==> config.mk <==
export PLATFORM = sky130hd
export DESIGN_NAME = fetch_ctrl
export DESIGN_NICKNAME = d
export VERILOG_FILES = /design/src/rtl/fetch_ctrl_pkg.sv /design/src/rtl/fetch_next_pc.sv /design/src/rtl/fetch_ctrl.sv
export SDC_FILE = /design/constraint.sdc
export NUM_CORES = 1
export LEC_CHECK = 0
export ABC_AREA = 1
export CAP_MARGIN = 5
export CORE_UTILIZATION = 50
export CTS_CLUSTER_SIZE = 24
export DETAILED_ROUTE_END_ITERATION = 12
export PLACE_DENSITY = 0.92
export RECOVER_POWER = 50
export SLEW_MARGIN = 20
export SYNTH_ARGS = -nofsm -noshare
export SYNTH_HDL_FRONTEND = slang
export SYNTH_SLANG_ARGS = --single-unit
==> constraint.sdc <==
create_clock -name clk_in -period 13.55 [get_ports clk_in]
set_clock_uncertainty 0.2 [all_clocks]
set_input_delay 4.065 -clock clk_in [delete_from_list [all_inputs] [get_ports clk_in]]
set_output_delay 4.065 -clock clk_in [all_outputs]
set_load 0.05 [all_outputs]
==> src/rtl/fetch_ctrl_pkg.sv <==
// Shared core definitions for the instruction fetch controller: FSM encoding,
// PC-mux select codes and the default reset/trap vectors.
package fetch_ctrl_pkg;

    typedef enum logic [2:0] {
        ST_RESET = 3'd0,
        ST_REQ   = 3'd1,
        ST_WAIT  = 3'd2,
        ST_HOLD  = 3'd3,
        ST_TRAP  = 3'd4
    } fetch_state_e;

    localparam logic [1:0] PC_SRC_RESET = 2'b00;
    localparam logic [1:0] PC_SRC_RUN   = 2'b11;

    localparam logic [31:0] DEFAULT_RESET_VECTOR = 32'h0000_0000;
    localparam logic [31:0] DEFAULT_TRAP_VECTOR  = 32'h0000_0100;

    function automatic logic is_misaligned(input logic [31:0] addr);
        return addr[1:0] != 2'b00;
    endfunction

endpackage

==> src/rtl/fetch_next_pc.sv <==
// Next-PC selection: sequential +4, taken branch, or trap vector.
// A misaligned branch target leaves the PC alone; the trap cycle redirects it.
module fetch_next_pc
    import fetch_ctrl_pkg::*;
#(
    parameter logic [31:0] TRAP_VECTOR = DEFAULT_TRAP_VECTOR
) (
    input  logic [31:0] pc_in,
    input  logic        accept_in,
    input  logic        branch_taken_in,
    input  logic [31:0] branch_target_in,
    input  logic        trap_in,
    output logic [31:0] pc_next_out,
    output logic        misaligned_out
);

    always_comb begin
        misaligned_out = accept_in & branch_taken_in & is_misaligned(branch_target_in);
        pc_next_out    = pc_in;
        if (trap_in) begin
            pc_next_out = TRAP_VECTOR;
        end else if (accept_in) begin
            if (!branch_taken_in) begin
                pc_next_out = pc_in + 32'd4;
            end else if (!is_misaligned(branch_target_in)) begin
                pc_next_out = branch_target_in;
            end
        end
    end

endmodule

==> src/rtl/fetch_ctrl.sv <==
// Instruction fetch controller: issues one bus request per instruction, holds
// the returned word until the consumer accepts it, then follows the redirect.
module fetch_ctrl
    import fetch_ctrl_pkg::*;
#(
    parameter logic [31:0] RESET_VECTOR = DEFAULT_RESET_VECTOR,
    parameter logic [31:0] TRAP_VECTOR  = DEFAULT_TRAP_VECTOR
) (
    input  logic        clk_in,
    input  logic        rst_in,
    output logic        ibus_req_out,
    output logic [31:0] ibus_addr_out,
    input  logic        ibus_gnt_in,
    input  logic        ibus_rvalid_in,
    input  logic [31:0] ibus_rdata_in,
    output logic [31:0] instr_out,
    output logic        instr_valid_out,
    input  logic        instr_ready_in,
    input  logic        branch_taken_in,
    input  logic [31:0] branch_target_in,
    output logic [31:0] pc_out,
    output logic [1:0]  pc_src_out,
    output logic        misaligned_out,
    output logic [31:0] trap_pc_out,
    output logic [31:0] retired_cnt_out
);

    fetch_state_e state_q, state_d;
    logic [31:0]  pc_q, pc_d;
    logic [31:0]  instr_q, instr_d;
    logic [31:0]  trap_pc_q, trap_pc_d;
    logic [31:0]  retired_cnt_q, retired_cnt_d;
    logic         accept;
    logic         branch_misaligned;

    assign accept = (state_q == ST_HOLD) && instr_ready_in;

    fetch_next_pc #(
        .TRAP_VECTOR(TRAP_VECTOR)
    ) u_next_pc (
        .pc_in           (pc_q),
        .accept_in       (accept),
        .branch_taken_in (branch_taken_in),
        .branch_target_in(branch_target_in),
        .trap_in         (state_q == ST_TRAP),
        .pc_next_out     (pc_d),
        .misaligned_out  (branch_misaligned)
    );

    // Read data is only looked at in WAIT, so late responses from an abandoned
    // transaction can never land in the instruction register.
    always_comb begin
        state_d       = state_q;
        instr_d       = instr_q;
        trap_pc_d     = trap_pc_q;
        retired_cnt_d = retired_cnt_q;
        case (state_q)
            ST_RESET: state_d = ST_REQ;
            ST_REQ: begin
                if (ibus_gnt_in) state_d = ST_WAIT;
            end
            ST_WAIT: begin
                if (ibus_rvalid_in) begin
                    instr_d = ibus_rdata_in;
                    state_d = ST_HOLD;
                end
            end
            ST_HOLD: begin
                if (accept) begin
                    retired_cnt_d = retired_cnt_q + 32'd1;
                    if (branch_misaligned) begin
                        trap_pc_d = branch_target_in;
                        state_d   = ST_TRAP;
                    end else begin
                        state_d = ST_REQ;
                    end
                end
            end
            ST_TRAP: state_d = ST_REQ;
            default: state_d = ST_RESET;
        endcase
    end

    always_ff @(posedge clk_in or posedge rst_in) begin
        if (rst_in) begin
            state_q       <= ST_RESET;
            pc_q          <= RESET_VECTOR;
            instr_q       <= 32'd0;
            trap_pc_q     <= 32'd0;
            retired_cnt_q <= 32'd0;
        end else begin
            state_q       <= state_d;
            pc_q          <= pc_d;
            instr_q       <= instr_d;
            trap_pc_q     <= trap_pc_d;
            retired_cnt_q <= retired_cnt_d;
        end
    end

    assign ibus_req_out    = (state_q == ST_REQ);
    assign ibus_addr_out   = pc_q;
    assign instr_valid_out = (state_q == ST_HOLD);
    assign instr_out       = instr_q;
    assign pc_out          = pc_q;
    assign pc_src_out      = (state_q == ST_RESET) ? PC_SRC_RESET : PC_SRC_RUN;
    assign misaligned_out  = (state_q == ST_TRAP);
    assign trap_pc_out     = trap_pc_q;
    assign retired_cnt_out = retired_cnt_q;

endmodule

After elaboration in Yosys (flattened, before gate mapping). Index checks and enable logic that the tools add are counted. Widths: inputs -> output; s select.

Register bits: 131. Bits in latches: 0. Bits in writable memories: 0. ROM bits: 0. Output and inout bits: 165. Memories kept: 0.

$add $sub $neg: 2. $mul: 0. Divide/modulo/power cells: 0. $lt $le $gt $ge: 0. Eq/ne operators: 8. Shift operators: 0. Muxes and demuxes: 10. Bitwise gates (word level): 2. Reductions and logical operators: 10.

Operators with widths (count): $mux 32 (4); $add 32x1->32 const B (1); $add 32x3->32 const B (1); $mux 3 (4); $pmux 3 s4 (1); $eq 3x2->1 const B (2); $reduce_and 2->1 (3); $reduce_and 3->1 (2); $ne 2x1->1 const B (2); $reduce_bool 2->1 (2); $eq 3x1->1 const B (1); $eq 3x3->1 const B (1); $logic_not 3->1 (1); $ne 3x3->1 const B (1); $and 1x1->1 (2); $mux 2 (1); $ne 2x2->1 const B (1); $reduce_or 2->1 (1); $logic_and 1x1->1 (1).

Depth between registers and ports, before layout.
Depth in word-level cells: 7. Mapped depth: 10.

Cells and area by module. A second synthesis with hierarchy kept.

Cells, all modules: 889. Area total of the unflattened synthesis: 7304.5 um^2.

Modules (own cells, without submodules): fetch_ctrl (times used 1, cells each 526, area each 5445.2 um^2, seq. area each 3278.1 um^2); fetch_next_pc (times used 1, cells each 363, area each 1859.3 um^2, seq. area each 0.0 um^2).

Worst setup path after synthesis. Ideal clock, no wire load.

Path type: flip-flop to output port. Start: reg state_q[0]. End: out pc_src_out[1]. Arrival time: 1.198 ns. Data required time: 9.285 ns. Slack: 8.087 ns. Cell stages (with the launch flop): 4. Path buffers: 1. Cells stage by stage: dfrtp_1 nor2_1 nand2_1 buf_4.

Longest elaborated chain between the ends: 2.

RTL lines: start: declaration (RTL line fetch_ctrl.sv:28) `fetch_state_e state_q, state_d;`; start signal: assignment (RTL line fetch_ctrl.sv:92) `state_q <= state_d;`; $logic_not 3->1 (RTL line fetch_ctrl.sv:105) `assign pc_src_out = (state_q == ST_RESET) ? PC_SRC_RESET : PC_SRC_RUN;`; $mux 2 (RTL line fetch_ctrl.sv:105); end: declaration (RTL line fetch_ctrl.sv:22) `output logic [1:0] pc_src_out,`.

Every way passes these cells.

Final worst setup path.
Start: in instr_ready_in. End: reg trap_pc_q[24], in the netlist trap_pc_out[24].

Longest elaborated chain between the ends: 4.

RTL lines: start: declaration (RTL line fetch_ctrl.sv:18) `input logic instr_ready_in,`; $logic_and 1x1->1 (*) (RTL line fetch_ctrl.sv:36) `assign accept = (state_q == ST_HOLD) && instr_ready_in;`; $and 1x1->1 (2 in a row) (RTL line fetch_next_pc.sv:18) `misaligned_out = accept_in & branch_taken_in & is_misaligned(branch_target_in);`; $reduce_and 3->1 (no line) (*); end signal: assignment (RTL line fetch_ctrl.sv:95) `trap_pc_q <= trap_pc_d;`; end: declaration (RTL line fetch_ctrl.sv:31) `logic [31:0] trap_pc_q, trap_pc_d;`.

Mark *: on every way between the ends. The rest lies on a longest branch, timed or not. A chain may end at the register's enable or synchronous reset.

==> out/qor.txt <==
====================================================================================
Outcome                                                                 finished, violations left
Failing checks                                                          capacitance limit, slew limit
PwrDens                                                                 266.0 mW/mm2
Syn avg cell area                                                          7.957 um2
Worst Min Path Start                                                    retired_cnt_out[31]$_DFFE_PP0P_
Area Growth Syn to Fin                                                        39.85%
Synth Area in Compound Gates                                                 0.06695
Dpl hpwl                                                                    14.67 mm
Required time of the critical path                                          13660 ps
Leakage power summed over all cells                                         4.406 nW
Total Die Area                                                           0.01442 mm2
Total number of H-tree levels                                                      4
Accumulated negative setup slack                                                0 ps
Top area cells in the synthesized netlist                               dfrtp_1, nand2_1, mux2_2
Number of buffers added by the clock tree synthesis step                          17
Pin count of the biggest net entering global routing                              84
Global router's overall resource usage                                        0.2927
Total vias in the final route                                                   6596
Final critical delay including setup and external delays                     6542 ps
WP data arrival                                                              6650 ps
Iteration-0 DRC count of the detailed router                                     457
Post-synthesis adder-cell area fraction                                     0.003590
Via count of the first global-routing pass                                      6491
Final Hold Fails                                                                   0
Crit path capture type                                                          flop
First-pass GRT wire length                                                  32.60 mm
Max Buffers Root-to-Sink                                                           2
Endpoint of the worst-slack reg-to-reg timing path                      trap_pc_out[24]$_DFFE_PP0P_
Die Y                                                                       120.1 um
Final worst path period share                                                 0.4828
Yosys reg bits                                                                   131
Clock tree from TritonCTS                                                        yes
Portion of the post-synthesis area used by sequential elements                0.4703
Parity-gate share of the synthesized area counting xor and xnor cells        0.03267
Number of clock sinks seen by CTS                                                131
Cell Rows                                                                         42
Synthesized cell area                                                   0.006970 mm2
GRT overflow                                                                       0
Count of placed standard cells including taps                                   1235
Most frequent cells in the layout                                       nand2_1, clkdlybuf4s50_1, dfrtp_1, nor2_1, inv_1
Cell type contributing the most total cell area after synthesis              dfrtp_1
Vias per cell                                                                  5.206
Yosys warning count                                                                0
Largest voltage drop on the vdd net                                         174.6 uV
Max stage delay on crit path                                                  710 ps
Clk pin slew, worst setup/hold paths                                           60 ps
Gate count of the mapped netlist                                                 876
Number of standard cells in the layout, taps in and fillers out                 1267
Final setup violation count                                                        0
Most common library cell in the layout ignoring fill and taps                nand2_1
Worst setup startpoint                                                  instr_ready_in
Distinct cells, synth                                                             37
Count of buffers inserted at the top-level ports                                 234
Placeable core region                                                    0.01340 mm2
Hold worst-path end                                                     retired_cnt_out[31]$_DFFE_PP0P_
Layout net count                                                                1150
Initial core utilization                                                      0.5202
Setup slack of the most critical reg-to-reg path                            10640 ps
Share of post-route cells with drive strength above 1                        0.07149
Total power consumption of the routed design                                2.593 mW
Die X-Extent                                                                120.1 um
Critical Path Source Type                                                 input port
Peak clock frequency supported by timing                                   152.9 MHz
Synthesized Nets                                                                 948
Worst reg-to-reg path cell count                                                   5
Crit-path cells                                                         dlygate4sd3_1 -> nand3_1 -> nor2_1 -> inv_2 -> o21ai_0
Diode insertion count for antenna repair                                           0
Measured slew at the worst slew-check pin                                    2096 ps
Detailed Route WL                                                           20.23 mm
Critical Path Fanout Max                                                          56
Buffers inserted during post-CTS setup optimization                                0
Mean routed wirelength per cell                                             15.97 um
Simple-Gate Fraction of Synth Area                                            0.2728
Root buffer cell                                                           clkbuf_16
Initial DRT Pass Iterations                                                        5
Slowest-stage cell, CP                                                        nor2_1
Total of fill cells in the finished design                                       997
IO Pins                                                                          235
Worst hold path depth                                                              1
Total of cells resized after clock tree synthesis                                  0
DRT antenna net count                                                              0
Category of the most critical setup path                                      in2reg
Clock latency on the worst-skew pair                                          420 ps
DRC violations left                                                                0
Combinational family with the most area after synthesis                 simple AND/OR/NAND/NOR gates
CTS Hold Buffers Added                                                             0
Number of max-slew violations in the final report                                 83
Fraction of synthesized cell area taken by the top area cell type             0.4703
Routability-driven placement congestion ratio                                 0.9388
RR Startpoint                                                           state_q[2]$_DFFE_PP0P_
Slew margin rel.                                                             -0.4052
Min-delay worst type                                                         reg2reg
Post-synthesis mux area share                                                0.05313
Antenna violations before repair                                                   0
RSZ-0062 raised after global routing                                              no
Max-cap violations                                                                 2
====================================================================================
[per-layer routing]
layer | global-route usage | up-vias | wire [um]
met3 | 0.05656 | 53 | 1372
met4 | 0.1102 | 0 | 544
met1 | 0.3482 | 3085 | 8047
li1 | - | 3141 | -
met2 | 0.5201 | 317 | 10270
met5 | 0 | - | 0
[state kept, by name (all words and copies together), names as in the netlist]
register         count
ibus_addr_out       32
instr_out           32
retired_cnt_out     32
state_q              3
trap_pc_out         32
[power by group]
| group | switching (mW) | internal, mW |
|---|---|---|
| Clock | 0.176 | 0.298 |
| Combinational | 0.969 | 0.457 |
| Sequential | 0.152 | 0.542 |
| Total | 1.30 | 1.30 |
[cell usage after synthesis]
| library cell | number |
|---|---|
| o31ai_1 | 1 |
| ha_1 | 2 |
| clkbuf_1 | 5 |
| nor3b_1 | 1 |
| nor2_2 | 9 |
| and2_1 | 2 |
| inv_1 | 84 |
| nor2_4 | 4 |
| nand2_4 | 1 |
| nand3_4 | 1 |
| nand2_2 | 2 |
| o211ai_1 | 1 |
| o21bai_1 | 4 |
| xnor2_1 | 10 |
| nor2_1 | 88 |
| a22oi_1 | 1 |
| nand3b_1 | 6 |
| dfrtp_1 | 131 |
| buf_4 | 34 |
| nand3_1 | 52 |
| buf_6 | 2 |
| o21ai_0 | 38 |
| nand2_1 | 276 |
| mux2_2 | 32 |
| clkinv_1 | 2 |
| o21ai_1 | 15 |
| mux2i_1 | 1 |
| nor2_8 | 1 |
| nor4_1 | 1 |
| a21oi_1 | 26 |
| o22ai_1 | 3 |
| xor2_1 | 16 |
| or2_2 | 1 |
| nand4_1 | 4 |
| inv_2 | 3 |
| buf_2 | 14 |
| nor3_1 | 2 |
[critical path: cells and delay by family]
kind | cells | cell delay, ps
compound gates | 1 | 370
buf+inv | 2 | 1070
simple gates | 2 | 1130
[stage by stage]
step           hold slack, ps  worst slack [ps]  area (um2)    util
6_report                268.3              7008        9748  0.7275
5_1_grt                 303.0              6725        9748  0.7275
4_1_cts                 273.5              7206        9811  0.7321
3_5_place_dp            258.7              7021        9199  0.6865
3_3_place_gp            256.5              7101        9199  0.6865
2_1_floorplan           359.2              5787        6970       -
[final cells by class]
cell class | instances | area [um2] | area share
Multi-Input combinational cell | 601 | 2930 | 0.3006
Timing Repair Buffer | 238 | 2372 | 0.2434
Tap cell | 176 | 220.2 | 0.02259
Inverter | 89 | 335.3 | 0.03440
Clock inverter | 13 | 158.9 | 0.01630
Clock buffer | 19 | 452.9 | 0.04646
Sequential cell | 131 | 3278 | 0.3363
[worst max-delay path by stage]
stage                                         endpoint  slack (ps)  cells past startpoint
after floorplan           ibus_addr_out[0]$_DFFE_PP0P_        5790                      1
after global placement    ibus_addr_out[1]$_DFFE_PP0P_        7100                      5
after detailed placement        state_q[0]$_DFFE_PP0P_        7020                      9
after CTS                               misaligned_out        7210                      4
after global routing            state_q[0]$_DFFE_PP0P_        6720                      8
final                      trap_pc_out[24]$_DFFE_PP0P_        7010                      5
[logic make-up after synthesis]
logic type / Yosys count
simple gates: 451
compound gates: 89
mux: 33
xor+xnor: 26
fa+ha+maj: 2
flops: 131
buf+inv: 144
(Power assumes the default switching activity.)
